===== config.mk =====
export PLATFORM = sky130hd
export DESIGN_NAME = hyperram_ctrl_flat
export DESIGN_NICKNAME = d
export VERILOG_FILES = /design/src/rtl/hyperram_if.sv /design/src/rtl/hyperram_ctrl.sv /design/src/flat_wrapper.sv
export SDC_FILE = /design/constraint.sdc
export NUM_CORES = 1
export LEC_CHECK = 0
export ABC_AREA = 1
export CORE_MARGIN = 1.5
export CORE_UTILIZATION = 49
export DETAILED_ROUTE_END_ITERATION = 10
export GPL_ROUTABILITY_DRIVEN = 0
export PLACE_DENSITY = 0.9
export SLEW_MARGIN = 10
export SYNTH_ARGS = -nofsm -noshare
export SYNTH_HDL_FRONTEND = slang
export SYNTH_SLANG_ARGS = --single-unit

===== constraint.sdc =====
create_clock -name clk_x1_i -period 1.87 [get_ports clk_x1_i]
set_clock_uncertainty 0.15 [all_clocks]
set_input_delay 0.2805 -clock clk_x1_i [delete_from_list [all_inputs] [get_ports clk_x1_i]]
set_output_delay 0.2805 -clock clk_x1_i [all_outputs]
set_load 0.05 [all_outputs]

===== src/rtl/hyperram_if.sv =====
// Bus bundle between the HyperRAM sequencer and its surroundings: the Avalon-MM
// burst master on one side and the HyperRAM I/O block on the other.
interface hyperram_if #(
    parameter int ADDR_W = 22
);
    // Avalon-MM burst slave side
    logic              avm_write_i;
    logic              avm_read_i;
    logic [ADDR_W-1:0] avm_address_i;
    logic [15:0]       avm_writedata_i;
    logic [1:0]        avm_byteenable_i;
    logic [7:0]        avm_burstcount_i;
    logic              avm_waitrequest_o;
    logic [15:0]       avm_readdata_o;
    logic              avm_readdatavalid_o;
    logic              error_o;

    // HyperRAM I/O block side
    logic              ctrl_rstn_o;
    logic              ctrl_csn_o;
    logic [1:0]        ctrl_ck_ddr_o;
    logic [15:0]       ctrl_dq_ddr_out_o;
    logic              ctrl_dq_oe_o;
    logic [1:0]        ctrl_rwds_ddr_out_o;
    logic              ctrl_rwds_oe_o;
    logic [15:0]       ctrl_dq_ddr_in_i;
    logic              ctrl_dq_ie_i;

    // The sequencer itself
    modport slave (
        input  avm_write_i, avm_read_i, avm_address_i, avm_writedata_i,
               avm_byteenable_i, avm_burstcount_i, ctrl_dq_ddr_in_i, ctrl_dq_ie_i,
        output avm_waitrequest_o, avm_readdata_o, avm_readdatavalid_o, error_o,
               ctrl_rstn_o, ctrl_csn_o, ctrl_ck_ddr_o, ctrl_dq_ddr_out_o,
               ctrl_dq_oe_o, ctrl_rwds_ddr_out_o, ctrl_rwds_oe_o
    );

    // Everything around the sequencer (Avalon master plus I/O block)
    modport master (
        output avm_write_i, avm_read_i, avm_address_i, avm_writedata_i,
               avm_byteenable_i, avm_burstcount_i, ctrl_dq_ddr_in_i, ctrl_dq_ie_i,
        input  avm_waitrequest_o, avm_readdata_o, avm_readdatavalid_o, error_o,
               ctrl_rstn_o, ctrl_csn_o, ctrl_ck_ddr_o, ctrl_dq_ddr_out_o,
               ctrl_dq_oe_o, ctrl_rwds_ddr_out_o, ctrl_rwds_oe_o
    );
endinterface


===== src/rtl/hyperram_ctrl.sv =====
// HyperRAM transaction sequencer: turns Avalon-MM read/write bursts into HyperBus
// command-address, fixed 2x latency and data phases for the I/O block.
// Memory-space linear bursts only; RWDS is never used for latency detection.
module hyperram_ctrl #(
    parameter int ADDR_W       = 22,
    parameter int LATENCY      = 4,
    parameter int RESET_CYCLES = 200,
    parameter int RECOVERY     = 2,
    parameter int TIMEOUT      = 64
) (
    input logic       clk_x1_i,
    input logic       rst_i,
    hyperram_if.slave bus
);
    localparam logic [2:0] ST_INIT  = 3'd0;
    localparam logic [2:0] ST_IDLE  = 3'd1;
    localparam logic [2:0] ST_CA    = 3'd2;
    localparam logic [2:0] ST_LAT   = 3'd3;
    localparam logic [2:0] ST_WRITE = 3'd4;
    localparam logic [2:0] ST_READ  = 3'd5;
    localparam logic [2:0] ST_RECOV = 3'd6;

    // One shared phase counter; the sum is a safe upper bound for every phase length.
    localparam int CNT_W = $clog2(RESET_CYCLES + TIMEOUT + 2 * LATENCY + RECOVERY);
    localparam logic [CNT_W-1:0] INIT_LAST = CNT_W'(RESET_CYCLES - 1);
    localparam logic [CNT_W-1:0] CA_LAST   = CNT_W'(2);
    localparam logic [CNT_W-1:0] LAT_LAST  = CNT_W'(2 * LATENCY - 2);
    localparam logic [CNT_W-1:0] TO_LAST   = CNT_W'(TIMEOUT - 1);
    localparam logic [CNT_W-1:0] REC_LAST  = CNT_W'(RECOVERY - 1);

    logic [2:0]        state_q, state_d;
    logic [CNT_W-1:0]  cnt_q, cnt_d;
    logic [7:0]        words_q, words_d;   // words still to transfer on HyperBus
    logic [ADDR_W-1:0] addr_q, addr_d;
    logic              is_read_q, is_read_d;
    logic [15:0]       wdata_q, wdata_d;
    logic [1:0]        be_q, be_d;
    logic              have_q, have_d;     // wdata_q holds a word not yet clocked out
    logic [15:0]       rdata_q, rdata_d;
    logic              rdv_q, rdv_d;
    logic              err_q, err_d;

    logic [47:0]       ca_w;
    logic              wr_more;

    // Command-address: R/W, memory space, linear burst, row/upper column, lower column.
    assign ca_w = {is_read_q, 1'b0, 1'b1, {(32 - ADDR_W){1'b0}}, addr_q[ADDR_W-1:3],
                   13'b0, addr_q[2:0]};

    // In a write burst the master may still supply words beyond the one already held.
    assign wr_more = (words_q > {7'b0, have_q});

    // Next-state and datapath decisions for the whole sequencer.
    always_comb begin
        // NOTE: every signal gets a default first so no path leaves one unassigned and no latch is inferred.
        state_d   = state_q;
        cnt_d     = cnt_q;
        words_d   = words_q;
        addr_d    = addr_q;
        is_read_d = is_read_q;
        wdata_d   = wdata_q;
        be_d      = be_q;
        have_d    = have_q;
        rdata_d   = rdata_q;
        rdv_d     = 1'b0;
        err_d     = 1'b0;
        case (state_q)
            ST_INIT: begin
                if (cnt_q == INIT_LAST) begin
                    state_d = ST_IDLE;
                    cnt_d   = '0;
                end else begin
                    cnt_d = cnt_q + 1'b1;
                end
            end
            ST_IDLE: begin
                if (bus.avm_read_i || bus.avm_write_i) begin
                    state_d   = ST_CA;
                    cnt_d     = '0;
                    addr_d    = bus.avm_address_i;
                    is_read_d = bus.avm_read_i;
                    words_d   = (bus.avm_burstcount_i == 8'd0) ? 8'd1 : bus.avm_burstcount_i;
                    wdata_d   = bus.avm_writedata_i;
                    be_d      = bus.avm_byteenable_i;
                    have_d    = !bus.avm_read_i;
                end
            end
            ST_CA: begin
                if (cnt_q == CA_LAST) begin
                    state_d = ST_LAT;
                    cnt_d   = '0;
                end else begin
                    cnt_d = cnt_q + 1'b1;
                end
            end
            ST_LAT: begin
                if (cnt_q == LAT_LAST) begin
                    state_d = is_read_q ? ST_READ : ST_WRITE;
                    cnt_d   = '0;
                end else begin
                    cnt_d = cnt_q + 1'b1;
                end
            end
            ST_WRITE: begin
                if (have_q) begin
                    words_d = words_q - 1'b1;
                    have_d  = 1'b0;
                    if (words_q == 8'd1) begin
                        state_d = ST_RECOV;
                        cnt_d   = '0;
                    end
                end
                if (bus.avm_write_i && wr_more) begin
                    wdata_d = bus.avm_writedata_i;
                    be_d    = bus.avm_byteenable_i;
                    have_d  = 1'b1;
                end
            end
            ST_READ: begin
                if (bus.ctrl_dq_ie_i) begin
                    rdata_d = bus.ctrl_dq_ddr_in_i;
                    rdv_d   = 1'b1;
                    cnt_d   = '0;
                    words_d = words_q - 1'b1;
                    if (words_q == 8'd1) begin
                        state_d = ST_RECOV;
                    end
                end else if (cnt_q == TO_LAST) begin
                    err_d   = 1'b1;
                    state_d = ST_RECOV;
                    cnt_d   = '0;
                end else begin
                    cnt_d = cnt_q + 1'b1;
                end
            end
            ST_RECOV: begin
                if (cnt_q == REC_LAST) begin
                    state_d = ST_IDLE;
                    cnt_d   = '0;
                end else begin
                    cnt_d = cnt_q + 1'b1;
                end
            end
            default: begin
                state_d = ST_INIT;
                cnt_d   = '0;
            end
        endcase
    end

    // State register; reset wins in every state, including mid-burst.
    always_ff @(posedge clk_x1_i) begin
        // NOTE: sequential state uses non-blocking assignments so all registers update together at the edge.
        if (rst_i) begin
            state_q   <= ST_INIT;
            cnt_q     <= '0;
            words_q   <= '0;
            addr_q    <= '0;
            is_read_q <= 1'b0;
            wdata_q   <= '0;
            be_q      <= '0;
            have_q    <= 1'b0;
            rdata_q   <= '0;
            rdv_q     <= 1'b0;
            err_q     <= 1'b0;
        end else begin
            state_q   <= state_d;
            cnt_q     <= cnt_d;
            words_q   <= words_d;
            addr_q    <= addr_d;
            is_read_q <= is_read_d;
            wdata_q   <= wdata_d;
            be_q      <= be_d;
            have_q    <= have_d;
            rdata_q   <= rdata_d;
            rdv_q     <= rdv_d;
            err_q     <= err_d;
        end
    end

    // Bus outputs decoded from the current state; safe idle values everywhere else.
    always_comb begin
        bus.ctrl_csn_o          = 1'b1;
        bus.ctrl_ck_ddr_o       = 2'b00;
        bus.ctrl_dq_ddr_out_o   = 16'h0000;
        bus.ctrl_dq_oe_o        = 1'b0;
        bus.ctrl_rwds_ddr_out_o = 2'b00;
        bus.ctrl_rwds_oe_o      = 1'b0;
        bus.avm_waitrequest_o   = 1'b1;
        case (state_q)
            ST_IDLE: bus.avm_waitrequest_o = 1'b0;
            ST_CA: begin
                bus.ctrl_csn_o    = 1'b0;
                bus.ctrl_ck_ddr_o = 2'b10;
                bus.ctrl_dq_oe_o  = 1'b1;
                if (cnt_q == '0) begin
                    bus.ctrl_dq_ddr_out_o = ca_w[47:32];
                end else if (cnt_q == CNT_W'(1)) begin
                    bus.ctrl_dq_ddr_out_o = ca_w[31:16];
                end else begin
                    bus.ctrl_dq_ddr_out_o = ca_w[15:0];
                end
            end
            ST_LAT, ST_READ: begin
                bus.ctrl_csn_o    = 1'b0;
                bus.ctrl_ck_ddr_o = 2'b10;
            end
            ST_WRITE: begin
                // With no word held the clock stops and DQ/RWDS keep the last word.
                bus.ctrl_csn_o          = 1'b0;
                bus.ctrl_ck_ddr_o       = have_q ? 2'b10 : 2'b00;
                bus.ctrl_dq_ddr_out_o   = wdata_q;
                bus.ctrl_dq_oe_o        = 1'b1;
                bus.ctrl_rwds_ddr_out_o = {~be_q[1], ~be_q[0]};
                bus.ctrl_rwds_oe_o      = 1'b1;
                bus.avm_waitrequest_o   = !wr_more;
            end
            default: ;
        endcase
    end

    assign bus.ctrl_rstn_o         = (state_q != ST_INIT);
    assign bus.avm_readdata_o      = rdata_q;
    assign bus.avm_readdatavalid_o = rdv_q;
    assign bus.error_o             = err_q;
endmodule


===== src/flat_wrapper.sv =====
// flat-port wrapper written by rule: the top's interface ports become plain ports
module hyperram_ctrl_flat 
#(
    parameter int ADDR_W       = 22,
    parameter int LATENCY      = 4,
    parameter int RESET_CYCLES = 200,
    parameter int RECOVERY     = 2,
    parameter int TIMEOUT      = 64
)
  (clk_x1_i, rst_i, bus_avm_write_i, bus_avm_read_i, bus_avm_address_i, bus_avm_writedata_i, bus_avm_byteenable_i, bus_avm_burstcount_i, bus_ctrl_dq_ddr_in_i, bus_ctrl_dq_ie_i, bus_avm_waitrequest_o, bus_avm_readdata_o, bus_avm_readdatavalid_o, bus_error_o, bus_ctrl_rstn_o, bus_ctrl_csn_o, bus_ctrl_ck_ddr_o, bus_ctrl_dq_ddr_out_o, bus_ctrl_dq_oe_o, bus_ctrl_rwds_ddr_out_o, bus_ctrl_rwds_oe_o);
  hyperram_if #(.ADDR_W(ADDR_W)) bus_i ();
  input logic clk_x1_i;
  input logic rst_i;
  input wire logic [$bits(bus_i.avm_write_i)-1:0] bus_avm_write_i;
  input wire logic [$bits(bus_i.avm_read_i)-1:0] bus_avm_read_i;
  input wire logic [$bits(bus_i.avm_address_i)-1:0] bus_avm_address_i;
  input wire logic [$bits(bus_i.avm_writedata_i)-1:0] bus_avm_writedata_i;
  input wire logic [$bits(bus_i.avm_byteenable_i)-1:0] bus_avm_byteenable_i;
  input wire logic [$bits(bus_i.avm_burstcount_i)-1:0] bus_avm_burstcount_i;
  input wire logic [$bits(bus_i.ctrl_dq_ddr_in_i)-1:0] bus_ctrl_dq_ddr_in_i;
  input wire logic [$bits(bus_i.ctrl_dq_ie_i)-1:0] bus_ctrl_dq_ie_i;
  output wire logic [$bits(bus_i.avm_waitrequest_o)-1:0] bus_avm_waitrequest_o;
  output wire logic [$bits(bus_i.avm_readdata_o)-1:0] bus_avm_readdata_o;
  output wire logic [$bits(bus_i.avm_readdatavalid_o)-1:0] bus_avm_readdatavalid_o;
  output wire logic [$bits(bus_i.error_o)-1:0] bus_error_o;
  output wire logic [$bits(bus_i.ctrl_rstn_o)-1:0] bus_ctrl_rstn_o;
  output wire logic [$bits(bus_i.ctrl_csn_o)-1:0] bus_ctrl_csn_o;
  output wire logic [$bits(bus_i.ctrl_ck_ddr_o)-1:0] bus_ctrl_ck_ddr_o;
  output wire logic [$bits(bus_i.ctrl_dq_ddr_out_o)-1:0] bus_ctrl_dq_ddr_out_o;
  output wire logic [$bits(bus_i.ctrl_dq_oe_o)-1:0] bus_ctrl_dq_oe_o;
  output wire logic [$bits(bus_i.ctrl_rwds_ddr_out_o)-1:0] bus_ctrl_rwds_ddr_out_o;
  output wire logic [$bits(bus_i.ctrl_rwds_oe_o)-1:0] bus_ctrl_rwds_oe_o;
  assign bus_i.avm_write_i = bus_avm_write_i;
  assign bus_i.avm_read_i = bus_avm_read_i;
  assign bus_i.avm_address_i = bus_avm_address_i;
  assign bus_i.avm_writedata_i = bus_avm_writedata_i;
  assign bus_i.avm_byteenable_i = bus_avm_byteenable_i;
  assign bus_i.avm_burstcount_i = bus_avm_burstcount_i;
  assign bus_i.ctrl_dq_ddr_in_i = bus_ctrl_dq_ddr_in_i;
  assign bus_i.ctrl_dq_ie_i = bus_ctrl_dq_ie_i;
  assign bus_avm_waitrequest_o = bus_i.avm_waitrequest_o;
  assign bus_avm_readdata_o = bus_i.avm_readdata_o;
  assign bus_avm_readdatavalid_o = bus_i.avm_readdatavalid_o;
  assign bus_error_o = bus_i.error_o;
  assign bus_ctrl_rstn_o = bus_i.ctrl_rstn_o;
  assign bus_ctrl_csn_o = bus_i.ctrl_csn_o;
  assign bus_ctrl_ck_ddr_o = bus_i.ctrl_ck_ddr_o;
  assign bus_ctrl_dq_ddr_out_o = bus_i.ctrl_dq_ddr_out_o;
  assign bus_ctrl_dq_oe_o = bus_i.ctrl_dq_oe_o;
  assign bus_ctrl_rwds_ddr_out_o = bus_i.ctrl_rwds_ddr_out_o;
  assign bus_ctrl_rwds_oe_o = bus_i.ctrl_rwds_oe_o;
  hyperram_ctrl #(.ADDR_W(ADDR_W), .LATENCY(LATENCY), .RESET_CYCLES(RESET_CYCLES), .RECOVERY(RECOVERY), .TIMEOUT(TIMEOUT)) u_core (.clk_x1_i(clk_x1_i), .rst_i(rst_i), .bus(bus_i));
endmodule

After elaboration in Yosys (flattened, before gate mapping)
Cells that the tools add are included.

Eq/ne operators: 22. Reductions and logical operators: 22. Magnitude comparators: 1. Bitwise operators: 3. Muxes and demuxes: 47. $add $sub $neg: 2.

Operators by type and width (number): 9-bit 2-to-1 mux (9); 16-bit 2-to-1 mux (4); 16-bit case mux with 2 select lines (2); 9-bit case mux with 7 select lines (1); 8-bit 2-to-1 mux (4); 3-bit 2-to-1 mux (9); 8-bit case mux with 3 select lines (1); 3-bit case mux with 7 select lines (1); 2-bit by 1-bit inequality test with 1-bit output (second input constant) (8); 9-bit by 1-bit adder with 9-bit output (second input constant) (1); 3-bit equality test (second input constant) (3); 9-bit by 1-bit equality test with 1-bit output (second input constant) (1); 9-bit by 2-bit equality test with 1-bit output (second input constant) (1); 9-bit by 3-bit equality test with 1-bit output (second input constant) (1); 9-bit by 6-bit equality test with 1-bit output (second input constant) (1); 9-bit by 8-bit equality test with 1-bit output (second input constant) (1); 9-bit logical NOT (1); 8-bit by 1-bit equality test with 1-bit output (second input constant) (1); 8-bit by 1-bit > comparator with 1-bit output (1); 8-bit logical NOT (1); 1-bit 2-to-1 mux (8); 2-bit 2-to-1 mux (4); 2-bit case mux with 2 select lines (2); 8-bit by 1-bit subtractor with 8-bit output (second input constant) (1); other kinds (19) (30).

Register bits: 80. Input bits: 69.

Longest topological paths before layout
Depth in word-level cells: 4. Depth in mapped cells: 11.

Worst setup path before layout
Ideal clock, no wire load.

Path type: register to output. Start point: register u_core.cnt_q[0]. End point: output port bus_ctrl_dq_ddr_out_o[10]. Arrival: 1.950 ns. Path slack: -0.511 ns. Stages on the path, launching flop included: 9. Buffers on the path: 1. Path through: dfxtp_1 inv_1 ha_1 nand2_1 nor3_2 inv_2 clkbuf_1 nand2_1 o22ai_1.

Cells in the longest elaborated chain, start to end: 4. Elaborated cells between the ends (all ways): 5.

RTL lines: from (decl) (RTL line hyperram_ctrl.sv:32) `logic [CNT_W-1:0] cnt_q, cnt_d;`; from (signal assigned) (RTL line hyperram_ctrl.sv:168) `cnt_q <= cnt_d;`; 9-bit by 1-bit equality test with 1-bit output (RTL line hyperram_ctrl.sv:198) `end else if (cnt_q == CNT_W'(1)) begin`; 16-bit 2-to-1 mux (RTL line hyperram_ctrl.sv:198); 16-bit 2-to-1 mux (*) (RTL line hyperram_ctrl.sv:196) `if (cnt_q == '0) begin`; 16-bit case mux with 2 select lines (*) (RTL line hyperram_ctrl.sv:190) `case (state_q)`; to (decl) (RTL line flat_wrapper.sv:29) `output wire logic [$bits(bus_i.ctrl_dq_ddr_out_o)-1:0] bus_ctrl_dq_ddr_out_o;`.

Mark *: on every way between the ends. The rest lies on a longest branch, timed or not.

Worst setup path after layout
Start point: register u_core.cnt_q[1]. End point: output port bus_ctrl_dq_ddr_out_o[5].

The elaborated chain is that of the path after synthesis.

==> flow_results.xml <==
<?xml version="1.0" encoding="UTF-8"?>
<metrics>
  <group name="global_routing">
    <metric name="grt_pass1_wl" unit="um">27000</metric>
    <metric name="antenna_found_initial" unit="">0</metric>
    <metric name="first_global_vias" unit="">5253</metric>
    <metric name="groute.usage.overall" unit="%">39.3</metric>
    <metric name="grt_start_max_net_pins" unit="">50</metric>
    <metric name="grt_overflow" unit="">0</metric>
  </group>
  <group name="job">
    <metric name="max-cap-violations" unit="">0</metric>
  </group>
  <group name="floorplanning">
    <metric name="initial_core_util" unit="%">51.1</metric>
    <metric name="core_region_area" unit="mm2">0.00830</metric>
    <metric name="num_io_pins" unit="">112</metric>
    <metric name="placement_rows" unit="">33</metric>
    <metric name="die_area" unit="mm2">0.00923</metric>
    <metric name="die_w" unit="um">96.1</metric>
    <metric name="die_h" unit="um">96.1</metric>
  </group>
  <group name="placed_design">
    <metric name="placed_area" unit="mm2">0.00600</metric>
    <metric name="dp_slack" unit="ps">-112</metric>
    <metric name="half_perimeter_wire_length_of_the_detailed_placement_result" unit="um">9240</metric>
    <metric name="port_buffers" unit="">110</metric>
  </group>
  <group name="drt">
    <metric name="drc_errors" unit="">0</metric>
    <metric name="drtIter0Drc" unit="">757</metric>
    <metric name="drtPass1Iterations" unit="">7</metric>
    <metric name="routed_wl" unit="um">23900</metric>
    <metric name="dr_total_vias" unit="">6018</metric>
    <metric name="final_antenna_net_count" unit="">0</metric>
    <metric name="ratio_of_routed_vias_to_standard_cells" unit="">6.71</metric>
    <metric name="wire_per_inst" unit="um">26.6</metric>
  </group>
  <group name="clock_tree">
    <metric name="clock_tree.buffer_depth" unit="">2</metric>
    <metric name="clkTransAtPathRegs" unit="ps">90</metric>
    <metric name="clock_latency_of_the_later_clocked_register_in_the_worst_skew_pair" unit="ps">380</metric>
    <metric name="cts.htree.levels" unit="">3</metric>
    <metric name="cts_buffers" unit="">9</metric>
    <metric name="cts_root_buffer" unit="">sky130_fd_sc_hd__clkbuf_8</metric>
    <metric name="cts-hold-fix-buffers" unit="">0</metric>
    <metric name="clock-sinks" unit="">80</metric>
    <metric name="cts_tree" unit="">done</metric>
  </group>
  <group name="finish">
    <metric name="fillers" unit="">327</metric>
    <metric name="fin_util" unit="%">88.5</metric>
    <metric name="layout-drive-gt1-share" unit="%">38.5</metric>
    <metric name="synthToLayoutAreaGrowth" unit="%">73.1</metric>
    <metric name="n_antenna_cell" unit="">0</metric>
    <metric name="design.final.nets" unit="">863</metric>
    <metric name="design_area" unit="mm2">0.00734</metric>
  </group>
  <group name="synthesis">
    <metric name="ys.warnings.count" unit="">0</metric>
    <metric name="synth.net_count" unit="">698</metric>
    <metric name="synth_cells" unit="">622</metric>
    <metric name="syn_area" unit="mm2">0.00424</metric>
    <metric name="synth_top_flop_cell" unit="">sky130_fd_sc_hd__dfxtp_1</metric>
    <metric name="number_of_flip_flops_and_latches_in_the_synthesized_netlist" unit="">80</metric>
    <metric name="edff_count_synth" unit="">0</metric>
    <metric name="synth_async_sr_flop_share" unit="%">0</metric>
    <metric name="synth-seq-area-share" unit="%">37.7</metric>
    <metric name="synth_cell_type_count" unit="">36</metric>
    <metric name="syn_area_per_cell" unit="um2">6.82</metric>
  </group>
  <group name="sta">
    <metric name="timing.final.setup_violations" unit="">61</metric>
    <metric name="final_hold_violation_count" unit="">0</metric>
    <metric name="grt_setup_unrepaired" unit="">yes</metric>
    <metric name="time_the_worst_path_needs_with_i_o_delays_and_setup" unit="ps">2500</metric>
    <metric name="slew_violations" unit="">0</metric>
    <metric name="holdWs" unit="ps">318</metric>
    <metric name="fmax" unit="GHz">0.400</metric>
    <metric name="finalWorstSetupSlack" unit="ps">-631</metric>
    <metric name="final.period_utilization" unit="%">134</metric>
    <metric name="final_layout_setup_total_negative_slack" unit="ps">-16610</metric>
  </group>
  <group name="critical_path">
    <metric name="worstPathArrival" unit="ps">2070</metric>
    <metric name="critical_path_peak_fanout" unit="">9</metric>
    <metric name="crit_path_cell_trace" unit="">inv_4, ha_4, nand2_4, nor3_4, inv_4, buf_4, nand2_2, o22ai_4, buf_12</metric>
    <metric name="cp_max_stage_delay" unit="ps">360</metric>
    <metric name="slowest_stage" unit="">sky130_fd_sc_hd__dfxtp_2</metric>
    <metric name="criticalPathCategory" unit="">flop to primary output</metric>
    <metric name="worst_ep_required_time" unit="ps">1440</metric>
    <metric name="worst_path_most_repeated_cell" unit="">sky130_fd_sc_hd__inv_4</metric>
    <metric name="cpLargestDelayFamily" unit="">buffers and inverters</metric>
    <metric name="end_kind" unit="">primary output</metric>
    <metric name="start_kind" unit="">flop</metric>
    <metric name="critical_path_buf_inv_count" unit="">4</metric>
  </group>
  <group name="outcome">
    <metric name="failed_checks" unit="">negative setup slack</metric>
    <metric name="outcome" unit="">finished with violations</metric>
  </group>
  <group name="pwr">
    <metric name="p_leak" unit="uW">0.00304</metric>
    <metric name="power_density" unit="mW/mm2">1850</metric>
    <metric name="max-vdd-ir-drop" unit="mV">1.20</metric>
  </group>
  <group name="min_path">
    <metric name="class_of_the_tightest_hold_or_removal_check" unit="">flop to flop</metric>
  </group>
</metrics>
## tightest hold or removal path, cell delays in order, from the launching register on
cell	delay [ps]
sky130_fd_sc_hd__dfxtp_1	320
sky130_fd_sc_hd__nand2_1	60
sky130_fd_sc_hd__a21oi_1	50
## registers in the layout, indices dropped and copies added, names as in the netlist
signal	count
u_core.is_read_q	1
u_core.have_q	1
u_core.bus.avm_readdatavalid_o	1
u_core.cnt_q	9
u_core.state_q	3
u_core.bus.avm_readdata_o	16
u_core.words_q	8
u_core.bus.error_o	1
u_core.wdata_q	16
u_core.addr_q	22
u_core.be_q	2
## cell usage in the layout (no fill, tap or decap), types with 8 or more instances in the layout
cell and instances:
sky130_fd_sc_hd__buf_12 29, sky130_fd_sc_hd__o22ai_4 11, sky130_fd_sc_hd__nand2_2 33, sky130_fd_sc_hd__a21oi_1 37, sky130_fd_sc_hd__a21oi_2 9, sky130_fd_sc_hd__nor2_1 83
sky130_fd_sc_hd__o21ai_1 12, sky130_fd_sc_hd__nand3_2 14, sky130_fd_sc_hd__buf_4 62, sky130_fd_sc_hd__inv_2 12, sky130_fd_sc_hd__buf_6 13, sky130_fd_sc_hd__nand2_1 90
sky130_fd_sc_hd__nand2_4 11, sky130_fd_sc_hd__nor2_4 16, sky130_fd_sc_hd__dfxtp_1 73, sky130_fd_sc_hd__o21ai_0 26, sky130_fd_sc_hd__clkdlybuf4s50_1 68, sky130_fd_sc_hd__inv_1 39
sky130_fd_sc_hd__nand3_1 39, sky130_fd_sc_hd__clkbuf_8 9, sky130_fd_sc_hd__nor2_2 22, sky130_fd_sc_hd__nand3_4 8
## routing by layer
layer / vias to the layer above / GRT usage (%) / wire length (um)
met3: 302 / 10.1 / 3130
li1: 2341 / - / -
met1: 2677 / 43.1 / 7390
met4: 0 / 28.8 / 3160
met2: 698 / 65.2 / 10200
met5: - / 0 / 0
## Yosys cell counts (2+ instances only)
cell type	count	area (um2)
sky130_fd_sc_hd__nor2_2	11	68.8
sky130_fd_sc_hd__ha_1	7	87.6
sky130_fd_sc_hd__buf_4	2	15.0
sky130_fd_sc_hd__nand2_1	123	462
sky130_fd_sc_hd__o21ai_1	6	30.0
sky130_fd_sc_hd__inv_2	11	41.3
sky130_fd_sc_hd__a21oi_1	52	260
sky130_fd_sc_hd__nand2_2	9	56.3
sky130_fd_sc_hd__nor3_1	3	15.0
sky130_fd_sc_hd__buf_2	8	40.0
sky130_fd_sc_hd__inv_4	2	12.5
sky130_fd_sc_hd__o22ai_1	13	81.3
sky130_fd_sc_hd__inv_1	44	165
sky130_fd_sc_hd__nor2_4	8	90.1
sky130_fd_sc_hd__o211ai_1	3	22.5
sky130_fd_sc_hd__nand4_1	5	31.3
sky130_fd_sc_hd__buf_6	6	67.6
sky130_fd_sc_hd__o21ai_0	37	185
sky130_fd_sc_hd__buf_1	2	7.51
sky130_fd_sc_hd__clkbuf_1	13	48.8
sky130_fd_sc_hd__nand2_4	3	33.8
sky130_fd_sc_hd__dfxtp_1	80	1600
sky130_fd_sc_hd__nand3_1	56	280
sky130_fd_sc_hd__nor2_1	102	383
sky130_fd_sc_hd__nand3b_1	2	15.0
sky130_fd_sc_hd__nand3_2	4	40.0
## power by group
| part | switching, uW | leakage, uW | total, uW | internal [uW] |
|---|---|---|---|---|
| logic | 5760 | 0.00228 | 9420 | 3660 |
| clock network | 785 | 0.000103 | 1550 | 761 |
| registers | 457 | 0.000656 | 2630 | 2170 |
## repair_timing
action                                 4_1_cts  5_1_grt
endpoints found under the hold margin        0        0
cloned                                       5        6
pin swaps                                   17       35
setup endpoints to repair                   27       61
resized for setup                           74      120
buffers inserted                            18       13
## cell families (layout without fill, tap and decap cells)
logic type,after synthesis,count (layout),share of synthesized area [%]
flip-flops,80,80,37.7
adder cells (fa/ha/maj),7,7,2.06
other,1,1,0.0884
buffers and inverters,90,259,9.82
XOR/XNOR,2,2,0.413
AO/OA/AOI/OAI,112,112,13.8
AND/OR/NAND/NOR,330,331,36.0
## area by class of cell
cell class,count,area [um2],area share (%)
Inverter,58,243,3.30
Clock inverter,6,92.6,1.26
Clock buffer,10,128,1.74
Tap cell,105,131,1.79
Sequential cell,80,1620,22.1
Timing Repair Buffer,185,2140,29.1
Multi-Input combinational cell,453,2990,40.7
## metrics by stage
stage | total power, uW | instances
2_1_floorplan | 6430 | 622
3_3_place_gp | 8350 | 844
3_5_place_dp | 8600 | 844
4_1_cts | 11000 | 883
5_1_grt | 13900 | 897
6_report | 13600 | 897
## worst paths after layout
path	end	slack (ps)	startpoint	depth (start not counted)
max reg2reg	u_core.wdata_q[15]	-330	u_core.words_q[0]	11
min	u_core.bus.avm_readdata_o[6]	320	u_core.bus.avm_readdata_o[6]	2
min reg2reg	u_core.bus.avm_readdata_o[6]	320	u_core.bus.avm_readdata_o[6]	2
max	bus_ctrl_dq_ddr_out_o[5]	-630	u_core.cnt_q[1]	9
Note: power is estimated with default switching activity, not from simulation.
